`config.mk`:
```
export PLATFORM = sky130hd
export DESIGN_NAME = sprite_blitter
export DESIGN_NICKNAME = d
export VERILOG_FILES = /design/src/rtl/tft_pkg.sv /design/src/rtl/sprite_rom.sv /design/src/rtl/sprite_blitter.sv
export SDC_FILE = /design/constraint.sdc
export NUM_CORES = 1
export LEC_CHECK = 0
export ABC_AREA = 0
export CAP_MARGIN = 0
export CORE_MARGIN = 3
export CORE_UTILIZATION = 30
export DETAILED_ROUTE_END_ITERATION = 10
export HOLD_SLACK_MARGIN = 0.06
export MAX_ROUTING_LAYER = met4
export PLACE_DENSITY = 0.52
export SETUP_SLACK_MARGIN = 0.4
export SYNTH_ARGS = -nofsm -noshare
export SYNTH_HDL_FRONTEND = slang
export SYNTH_SLANG_ARGS = --single-unit
```
`constraint.sdc`:
```
create_clock -name clk -period 10.7 [get_ports clk]
set_input_delay 2.14 -clock clk [delete_from_list [all_inputs] [get_ports clk]]
set_output_delay 2.14 -clock clk [all_outputs]
set_load 0.02 [all_outputs]
```
`src/rtl/tft_pkg.sv`:
```
`default_nettype none
// ============================================================================
// Module      : tft_pkg
// Description : Shared definitions for the TFT sprite path: display command
//               bytes, blitter FSM state encoding and the RGB565 pixel type.
// Revision    : 1.0 - initial release
// ============================================================================
package tft_pkg;

    // Display controller commands
    localparam logic [7:0] c_caset = 8'h2A;  // column address set
    localparam logic [7:0] c_paset = 8'h2B;  // page (row) address set
    localparam logic [7:0] c_ramwr = 8'h2C;  // memory write

    // Blitter FSM states
    typedef enum logic [1:0] {
        ST_IDLE = 2'd0,
        ST_WIN  = 2'd1,
        ST_PIX  = 2'd2
    } tft_state_e;

    // One RGB565 pixel
    typedef logic [15:0] rgb565_t;

endpackage : tft_pkg
`default_nettype wire

```
`src/rtl/sprite_rom.sv`:
```
`default_nettype none
// ============================================================================
// Module      : sprite_rom
// Description : Combinational 1-bit-per-pixel sprite bitmap, indexed by
//               animation frame, row and column. The shape is a top bar, a
//               vertical bar at column == frame, and a half-width bottom bar;
//               it is deliberately asymmetric so every orientation differs.
// Revision    : 1.0 - initial release
// ============================================================================
module sprite_rom
    import tft_pkg::*;
#(
    parameter int SIZE   = 22,
    parameter int FRAMES = 3,
    localparam int RC_W  = (SIZE > 1) ? $clog2(SIZE) : 1,
    localparam int FR_W  = (FRAMES > 1) ? $clog2(FRAMES) : 1
) (
    input  logic [FR_W-1:0] i_frame,
    input  logic [RC_W-1:0] i_row,
    input  logic [RC_W-1:0] i_col,
    output logic            o_pixel
);

    // Bitmap lookup
    always_comb begin
        o_pixel = (int'(i_row) == 0)
               || (int'(i_col) == int'(i_frame))
               || ((int'(i_row) == SIZE - 1) && (int'(i_col) < SIZE / 2));
    end

endmodule : sprite_rom
`default_nettype wire

```
`src/rtl/sprite_blitter.sv`:
```
`default_nettype none
// ============================================================================
// Module      : sprite_blitter
// Description : Draws a square sprite onto a TFT panel over a byte-wide
//               command/data link. A move first erases the part of the old
//               box left uncovered, then opens the sprite window and streams
//               RGB565 pixels with the chosen frame and orientation.
// Revision    : 1.0 - initial release
// ============================================================================
module sprite_blitter
    import tft_pkg::*;
#(
    parameter int          SIZE     = 22,
    parameter int          COORD_W  = 9,
    parameter int          FRAMES   = 3,
    parameter logic [15:0] FG_COLOR = 16'hFFFF,
    parameter logic [15:0] BG_COLOR = 16'h0000,
    localparam int         FR_W     = (FRAMES > 1) ? $clog2(FRAMES) : 1,
    localparam int         RC_W     = (SIZE > 1) ? $clog2(SIZE) : 1
) (
    input  logic               clk,
    input  logic               rst,
    input  logic               enable,
    input  logic               draw,
    input  logic [COORD_W-1:0] x,
    input  logic [COORD_W-1:0] y,
    input  logic [FR_W-1:0]    frame,
    input  logic [1:0]         dir,
    input  logic               tft_busy,
    output logic               tft_transmit,
    output logic               tft_dc,
    output logic [7:0]         tft_data,
    output logic               busy,
    output logic               reject
);

    // One spare bit so box ends and differences never wrap
    localparam int             CW        = COORD_W + 1;
    localparam logic [CW-1:0]  c_size    = CW'(SIZE);
    localparam logic [CW-1:0]  c_size_m1 = CW'(SIZE - 1);
    localparam logic [CW-1:0]  c_lim     = CW'((1 << COORD_W) - SIZE);
    localparam logic [RC_W-1:0] c_last_rc = RC_W'(SIZE - 1);

    tft_state_e      r_state;
    logic            r_erase;
    logic [3:0]      r_idx;
    logic [CW-1:0]   r_col, r_row;
    logic            r_half;
    logic [CW-1:0]   r_wx0, r_wx1, r_wy0, r_wy1;
    logic [CW-1:0]   r_xn, r_yn, r_xo, r_yo;
    logic            r_valid;
    logic [FR_W-1:0] r_frame;
    logic [1:0]      r_dir;
    logic            r_transmit, r_dc, r_reject;
    logic [7:0]      r_data;

    logic [CW-1:0]   w_xi, w_yi;
    logic            w_oob, w_accept, w_reject_req, w_issue;
    logic            w_has_erase;
    logic [CW-1:0]   w_ex0, w_ex1, w_ey0, w_ey1;
    logic [CW-1:0]   w_coord;
    logic [15:0]     w_cext;
    logic            w_dc;
    logic [7:0]      w_byte;
    logic [RC_W-1:0] w_rr, w_rc;
    logic            w_pix;
    rgb565_t         w_color;
    logic            w_win_last, w_col_last, w_row_last;

    assign w_xi         = {1'b0, x};
    assign w_yi         = {1'b0, y};
    assign w_oob        = (w_xi > c_lim) || (w_yi > c_lim);
    assign w_accept     = enable && !busy && draw && !w_oob;
    assign w_reject_req = enable && !busy && draw && w_oob;
    assign w_issue      = enable && !tft_busy && !r_transmit && (r_state != ST_IDLE);
    assign w_win_last   = (r_idx == 4'd10);
    assign w_col_last   = (r_col == (r_wx1 - r_wx0));
    assign w_row_last   = (r_row == (r_wy1 - r_wy0));

    // Erase region: uncovered strip for short horizontal/vertical moves, else whole old box
    always_comb begin
        w_has_erase = 1'b0;
        w_ex0       = r_xo;
        w_ex1       = r_xo + c_size_m1;
        w_ey0       = r_yo;
        w_ey1       = r_yo + c_size_m1;
        if (r_valid && !((w_xi == r_xo) && (w_yi == r_yo))) begin
            w_has_erase = 1'b1;
            if ((w_yi == r_yo) && (w_xi > r_xo) && ((w_xi - r_xo) < c_size)) begin
                w_ex1 = w_xi - CW'(1);
            end else if ((w_yi == r_yo) && (w_xi < r_xo) && ((r_xo - w_xi) < c_size)) begin
                w_ex0 = w_xi + c_size;
            end else if ((w_xi == r_xo) && (w_yi > r_yo) && ((w_yi - r_yo) < c_size)) begin
                w_ey1 = w_yi - CW'(1);
            end else if ((w_xi == r_xo) && (w_yi < r_yo) && ((r_yo - w_yi) < c_size)) begin
                w_ey0 = w_yi + c_size;
            end
        end
    end

    // Orientation: map window (row, col) to bitmap (row, col)
    always_comb begin
        case (r_dir)
            2'd0: begin w_rr = r_row[RC_W-1:0]; w_rc = r_col[RC_W-1:0]; end
            2'd1: begin w_rr = r_row[RC_W-1:0]; w_rc = c_last_rc - r_col[RC_W-1:0]; end
            2'd2: begin w_rr = r_col[RC_W-1:0]; w_rc = r_row[RC_W-1:0]; end
            default: begin w_rr = r_col[RC_W-1:0]; w_rc = c_last_rc - r_row[RC_W-1:0]; end
        endcase
    end

    sprite_rom #(
        .SIZE   (SIZE),
        .FRAMES (FRAMES)
    ) u_rom (
        .i_frame (r_frame),
        .i_row   (w_rr),
        .i_col   (w_rc),
        .o_pixel (w_pix)
    );

    // Next byte to send: window command sequence or pixel half
    always_comb begin
        w_color = r_erase ? BG_COLOR : (w_pix ? FG_COLOR : BG_COLOR);
        case (r_idx)
            4'd1, 4'd2: w_coord = r_wx0;
            4'd3, 4'd4: w_coord = r_wx1;
            4'd6, 4'd7: w_coord = r_wy0;
            default:    w_coord = r_wy1;
        endcase
        w_cext = 16'(w_coord);
        w_dc   = 1'b1;
        w_byte = r_half ? w_color[7:0] : w_color[15:8];
        if (r_state == ST_WIN) begin
            case (r_idx)
                4'd0:                      begin w_dc = 1'b0; w_byte = c_caset; end
                4'd5:                      begin w_dc = 1'b0; w_byte = c_paset; end
                4'd10:                     begin w_dc = 1'b0; w_byte = c_ramwr; end
                4'd1, 4'd3, 4'd6, 4'd8:    w_byte = w_cext[15:8];
                default:                   w_byte = w_cext[7:0];
            endcase
        end
    end

    // Request handling, byte sequencing and pass control
    always_ff @(posedge clk) begin
        if (rst) begin
            r_state    <= ST_IDLE;
            r_erase    <= 1'b0;
            r_idx      <= '0;
            r_col      <= '0;
            r_row      <= '0;
            r_half     <= 1'b0;
            r_wx0      <= '0;
            r_wx1      <= '0;
            r_wy0      <= '0;
            r_wy1      <= '0;
            r_xn       <= '0;
            r_yn       <= '0;
            r_xo       <= '0;
            r_yo       <= '0;
            r_valid    <= 1'b0;
            r_frame    <= '0;
            r_dir      <= '0;
            r_transmit <= 1'b0;
            r_dc       <= 1'b0;
            r_data     <= '0;
            r_reject   <= 1'b0;
        end else if (enable) begin
            r_transmit <= w_issue;
            r_reject   <= w_reject_req;
            if (w_accept) begin
                r_xn    <= w_xi;
                r_yn    <= w_yi;
                r_frame <= frame;
                r_dir   <= dir;
                r_idx   <= '0;
                r_state <= ST_WIN;
                r_erase <= w_has_erase;
                if (w_has_erase) begin
                    r_wx0 <= w_ex0;
                    r_wx1 <= w_ex1;
                    r_wy0 <= w_ey0;
                    r_wy1 <= w_ey1;
                end else begin
                    r_wx0 <= w_xi;
                    r_wx1 <= w_xi + c_size_m1;
                    r_wy0 <= w_yi;
                    r_wy1 <= w_yi + c_size_m1;
                end
            end
            if (w_issue) begin
                r_dc   <= w_dc;
                r_data <= w_byte;
                if (r_state == ST_WIN) begin
                    if (w_win_last) begin
                        r_state <= ST_PIX;
                        r_idx   <= '0;
                        r_col   <= '0;
                        r_row   <= '0;
                        r_half  <= 1'b0;
                    end else begin
                        r_idx <= r_idx + 4'd1;
                    end
                end else begin
                    r_half <= ~r_half;
                    if (r_half) begin
                        if (!w_col_last) begin
                            r_col <= r_col + CW'(1);
                        end else begin
                            r_col <= '0;
                            if (!w_row_last) begin
                                r_row <= r_row + CW'(1);
                            end else begin
                                r_row <= '0;
                                if (r_erase) begin
                                    r_erase <= 1'b0;
                                    r_state <= ST_WIN;
                                    r_wx0   <= r_xn;
                                    r_wx1   <= r_xn + c_size_m1;
                                    r_wy0   <= r_yn;
                                    r_wy1   <= r_yn + c_size_m1;
                                end else begin
                                    r_state <= ST_IDLE;
                                    r_xo    <= r_xn;
                                    r_yo    <= r_yn;
                                    r_valid <= 1'b1;
                                end
                            end
                        end
                    end
                end
            end
        end else begin
            r_transmit <= 1'b0;
            r_reject   <= 1'b0;
        end
    end

    // Busy covers the strobe cycle of the final byte
    assign busy         = (r_state != ST_IDLE) || r_transmit;
    assign reject       = r_reject;
    assign tft_transmit = r_transmit;
    assign tft_dc       = r_dc;
    assign tft_data     = r_data;

endmodule : sprite_blitter
`default_nettype wire

```
Word-level counts from Yosys, hierarchy flattened. Index checks and enable logic that the tools add are counted. Widths: inputs -> output; s select.

Register bits after elaboration: 120. Output and inout port bits: 12.

Add/subtract/negate cells: 21. $lt $le $gt $ge: 11. Equal/unequal tests: 19. Muxes and demuxes: 86. Bitwise operators: 4. Reductions and logical operators: 46.

Operator list (count): $mux 10 (54); $add 9x5->10 const B (8); $lt 10x5->1 const B (4); $sub 9x9->10 (4); $mux 16 (2); $pmux 8 s4 (1); $pmux 10 s3 (1); $add 10x1->10 const B (2); $eq 10x10->1 (2); $sub 10x10->10 (2); $sub 9x1->10 const B (2); $eq 9x9->1 (2); $gt 9x9->1 (2); $gt 9x9->1 const B (2); $logic_and 1x1->1 (18); $lt 9x9->1 (2); $eq 4x3->1 const B (4); $mux 4 (4); $mux 8 (2); $pmux 5 s3 (1); $mux 2 (7); $mux 1 (13); $reduce_or 2->1 (5); $sub 5x5->5 const A (2); 25 further kinds (41).

Logic depth before layout (Yosys ltp).
Depth after elaboration: 16. Mapped depth: 16. Mapped depth without buffers: 14.

Hierarchy. From an unflattened synthesis, not the netlist that was laid out.

Cell total of the unflattened synthesis: 1480. Area total of the unflattened synthesis: 11086.9 um^2.

Modules (own cells, without submodules): sprite_blitter (times used 1, cells each 1470, area an instance 11018.1 um^2, seq. area each 2402.3 um^2); sprite_rom (times used 1, cells each 10, area an instance 68.8 um^2, seq. area each 0.0 um^2).

Worst setup path before layout. Ideal clock, no wire load.

Kind: input -> register. From: input port x[4]. To: register r_wy0[6]. Setup time: 70 ps. Arrival time: 5296 ps. Setup slack: 5334 ps. Stages: 15. Cells stage by stage: clkbuf_1 clkinv_1 ha_1 buf_2 inv_1 a211oi_1 o31ai_1 xnor2_1 nor4_4 or3_1 clkbuf_1 mux2_2 a21oi_1 nand2_1 a21oi_1.

Word-level cells in the longest chain between the ends: 16. Elaborated cells between the ends (all ways): 36. Those cells by class: add/sub: 2; order compare: 5; eq/ne: 1; mux: 14; reduce/logical: 14.

RTL lines: from (decl) (RTL line sprite_blitter.sv:25) `input logic [COORD_W-1:0] x,`; parallel branches: the longest is 9 deep, another holds $sub 9x9->10; $mux 10 (*) (RTL line sprite_blitter.sv:171) `if (w_accept) begin`; $mux 10 (RTL line sprite_blitter.sv:215) `if (r_erase) begin`; $mux 10 (RTL line sprite_blitter.sv:211) `if (!w_row_last) begin`; $mux 10 (RTL line sprite_blitter.sv:207) `if (!w_col_last) begin`; $mux 10 (RTL line sprite_blitter.sv:206) `if (r_half) begin`; $mux 10 (RTL line sprite_blitter.sv:194) `if (r_state == ST_WIN) begin`; $mux 10 (*) (RTL line sprite_blitter.sv:191) `if (w_issue) begin`; to (signal assigned) (RTL line sprite_blitter.sv:182) `r_wy0 <= w_ey0;`; to (signal assigned) (RTL line sprite_blitter.sv:187) `r_wy0 <= w_yi;`; to (signal assigned) (RTL line sprite_blitter.sv:220) `r_wy0 <= r_yn;`; to (decl) (RTL line sprite_blitter.sv:49) `logic [CW-1:0] r_wx0, r_wx1, r_wy0, r_wy1;`.

Every way passes the cells marked *. A chain may end at the register's enable or synchronous reset.

Final worst setup path.
From: input port x[5]. To: register r_wy1[5].

Word-level cells in the longest chain between the ends: 15. Elaborated cells between the ends (all ways): 33. Those cells by class: add/sub: 2; order compare: 5; eq/ne: 1; mux: 13; reduce/logical: 12.

RTL lines: parallel branches: the longest is 8 deep, another holds $sub 9x9->10; $mux 10 (*) (RTL line sprite_blitter.sv:171); $mux 10 (RTL line sprite_blitter.sv:215); $mux 10 (RTL line sprite_blitter.sv:211); $mux 10 (RTL line sprite_blitter.sv:207); $mux 10 (RTL line sprite_blitter.sv:206); $mux 10 (RTL line sprite_blitter.sv:194); $mux 10 (*) (RTL line sprite_blitter.sv:191); to (signal assigned) (RTL line sprite_blitter.sv:183) `r_wy1 <= w_ey1;`; to (signal assigned) (RTL line sprite_blitter.sv:188) `r_wy1 <= w_yi + c_size_m1;`; to (signal assigned) (RTL line sprite_blitter.sv:221) `r_wy1 <= r_yn + c_size_m1;`; to (decl) (RTL line sprite_blitter.sv:49).

Marks and branches as above.

==> flow_summary_export.csv <==
group,metric,value,unit
power,ir_worst_vdd,0.115,mV
power,total_power,1320,µW
power,power.leakage,0.00441,µW
sta,slew_headroom,0.258,
routing,ant_nets,0,
routing,wire_per_inst,18.5,µm
power,power.density,111,nW/µm²
synth,netlist_area,10700,µm²
synth,yosys_warnings,0,
global_route,overflow,0,
power,swShare,0.319,
place,port_buffers,38,
power,combPwrFrac,0.213,
synth,ys_top_cells_by_area,"dfxtp_1 23%, ha_1 8.6%, a21oi_1 7.0%",
floorplanning,die_h,194,µm
synth,synth_commonest_cells,"162 x nand2_1, 162 x nor2_1, 149 x a21oi_1",
global_route,antenna_found_initial,0,
routing,met2_length,16500,µm
global_route,grt_pass1_wl,56200,µm
global_route,grt_max_degree,67,
routing,wl_met1,16600,µm
cts,clock_insertion_delay_worst_skew,0.43,ns
sta,slew_viol_final,0,
critical_path,rrSetupSlack,6.15,ns
sta,period_minus_slack,6.29,ns
synth,syn-instance-count,1459,
synth,synth_nets,1565,
routing,routed-via-count,10391,
synth,yosysSeqAreaShare,0.225,
sta,finClkSkew,0.0149,ns
cts,post_cts_buffers,0,
power,switching_power,421,µW
sta,fmaxAchievable,159,MHz
final_layout,layout.nets,1539,
hold_path,hold_path.class,"reg2reg",
critical_path,required,11.05,ns
floorplanning,die_w,194,µm
synth,synth_edf_count,0,
cts,cts_resized,0,
floorplanning,rows,68,
synth,yosysTopAreaCellShare,0.225,
power,intPower,899,µW
critical_path,crit_type,"in2reg",
place,place.gp.congestion,0.892,
routing,routed_wl,35300,µm
critical_path,arrival,6.64,ns
sta,rsz0062_at_grt,"false",
final_layout,drive_gt1_frac,0.0477,
synth,synth-main-ff-cell,"dfxtp_1",
sta,finalSetupViolCount,0,
synth,yosysTopAreaCell,"dfxtp_1",
floorplanning,initial_core_util,0.306,
synth,synthArstFlopShare,0,
synth,synth_seq_cells,120,
cts,path_clk_slew,0.06,ns
cts,numCtsBuffers,17,
floorplanning,core,34800,µm²
sta,tightest_slew,1.11,ns
power,pwr-share-seq,0.368,
routing,routed.top_layer,"met4",
final_layout,syn2layout_area_growth,11.3,%
routing,drc,0,
cts,ctsHoldBuffers,0,
floorplanning,ioPinCount,39,
place,dp_hpwl,26600,µm
cts,cts_tree,"done",
routing,drtIter0Drc,812,
outcome,status,"finished, final reports clean",
cts,root_buffer,"clkbuf_16",
sta,final_hold_viol_count,0,
run,cap_violations,0,
synth,syn_avg_cell_area,7.30,µm²
final_layout,antennaDiodeCount,0,
synth,yosysUniqueCellTypes,78,
global_route,grt_usage,0.189,
cts,htreeDepth,4,
critical_path,crit_fanout,16,
global_route,grt_pass1_vias,9921,
power,pwr-share-clk,0.419,
routing,drt_pre_antenna_iters,7,
floorplanning,die_area,37800,µm²
critical_path,start_kind,"input port",
routing,vias_per_cell,5.47,
sta,tns,0,ns
sta,fin_crit_sh,0.588,
cts,cts.sinks,120,
cts,cts.path.max_buffers,2,
routing,met3WireLength,1630,µm
critical_path,end_kind,"flop",
worst max-delay path, cell delays in order:
cell,delay [ns]
clkdlybuf4s50_1,0.73
inv_1,0.20
ha_1,0.65
nand4_1,0.33
nor2_1,0.38
o2111ai_1,0.15
o21bai_1,0.23
a2111oi_4,0.96
mux2i_1,0.27
a21oi_1,0.10
or4_1,0.41
o21ai_1,0.08
area by class of cell:
cell class,count,area [µm²]
flip-flops and latches,120,2400
inverters,82,308
multi-input cells,1162,7560
clock buffers,19,433
fillers,3720,22900
repair buffers,50,468
well taps,455,569
clock inverters,13,124
final timing paths:
path	start	to	cells after the start
min	tft_dc$_SDFFE_PP0P_	tft_dc$_SDFFE_PP0P_	2
min reg2reg	tft_dc$_SDFFE_PP0P_	tft_dc$_SDFFE_PP0P_	2
max reg2reg	r_wx0[0]$_SDFFE_PP0P_	r_wx0[4]$_SDFFE_PP0P_	13
max	x[5]	r_wy1[5]$_SDFFE_PP0P_	12
metrics by stage:
stage                     cells  setup slack, ns  cell area [µm²]   util  hold WS [ns]
final                      1901             4.41            11900  0.341         0.460
after global routing       1901             4.01            11900  0.341         0.473
after CTS                  1901             4.49            11900  0.341         0.461
after global placement     1869             4.10            11300  0.325         0.451
after floorplan            1459             5.33            10700      -         0.438
after detailed placement   1869             4.05            11300  0.325         0.452
sequential cells by signal, indices dropped and copies added, names as in the netlist:
register / flops
r_dir: 2
tft_data: 8
r_row: 10
r_wy0: 10
r_xo: 9
r_wy1: 10
r_wx0: 10
tft_transmit: 1
r_frame: 2
r_yn: 9
r_half: 1
r_state: 2
r_wx1: 10
r_yo: 9
r_idx: 4
r_xn: 9
r_erase: 1
reject: 1
r_valid: 1
tft_dc: 1
r_col: 10
per-layer routing:
| layer | track usage | up-vias |
|---|---|---|
| li1 | - | 5126 |
| met1 | 0.252 | 5013 |
| met2 | 0.303 | 227 |
| met3 | 0.0291 | 25 |
| met4 | 0.0423 | 0 |
| met5 | - | - |
cells in the final DEF (no fill, tap or decap), types with 10 or more instances in the layout:
cell type | netlist | routed
inv_1 | 80 | 80
nand2b_1 | 18 | 18
a211oi_1 | 16 | 16
o211ai_1 | 21 | 21
nor3b_1 | 11 | 11
o21ai_0 | 75 | 75
a31oi_1 | 12 | 12
a21oi_1 | 149 | 149
nor4_1 | 14 | 14
nor2b_1 | 10 | 10
xnor2_1 | 79 | 79
xor2_1 | 35 | 35
nand4_1 | 19 | 19
buf_4 | 5 | 13
nand2_1 | 162 | 162
clkdlybuf4s50_1 | 0 | 37
ha_1 | 73 | 73
dfxtp_1 | 120 | 120
or3_1 | 13 | 13
a21o_1 | 10 | 10
mux2i_1 | 39 | 39
a22oi_1 | 10 | 10
clkbuf_16 | 0 | 17
nor3_1 | 31 | 31
and3_1 | 16 | 16
nor2_1 | 162 | 161
nand3_1 | 37 | 37
power groups by stage:
stage | clock network, µW | logic, µW | registers, µW
after floorplan | 0 | 212 | 484
after global placement | 0 | 281 | 495
after detailed placement | 0 | 280 | 494
after CTS | 562 | 282 | 485
after global routing | 585 | 315 | 487
final | 553 | 282 | 485
cells by family (layout without fill, tap and decap cells):
family | count (synthesis) | in the layout | synth area share
flops | 120 | 120 | 0.225
compound gates | 405 | 405 | 0.245
mux | 44 | 44 | 0.0419
buf+inv | 177 | 164 | 0.0666
simple gates | 520 | 520 | 0.230
xor+xnor | 114 | 114 | 0.0937
fa+ha+maj | 79 | 79 | 0.0970
Power figures use the tool's default switching activity.
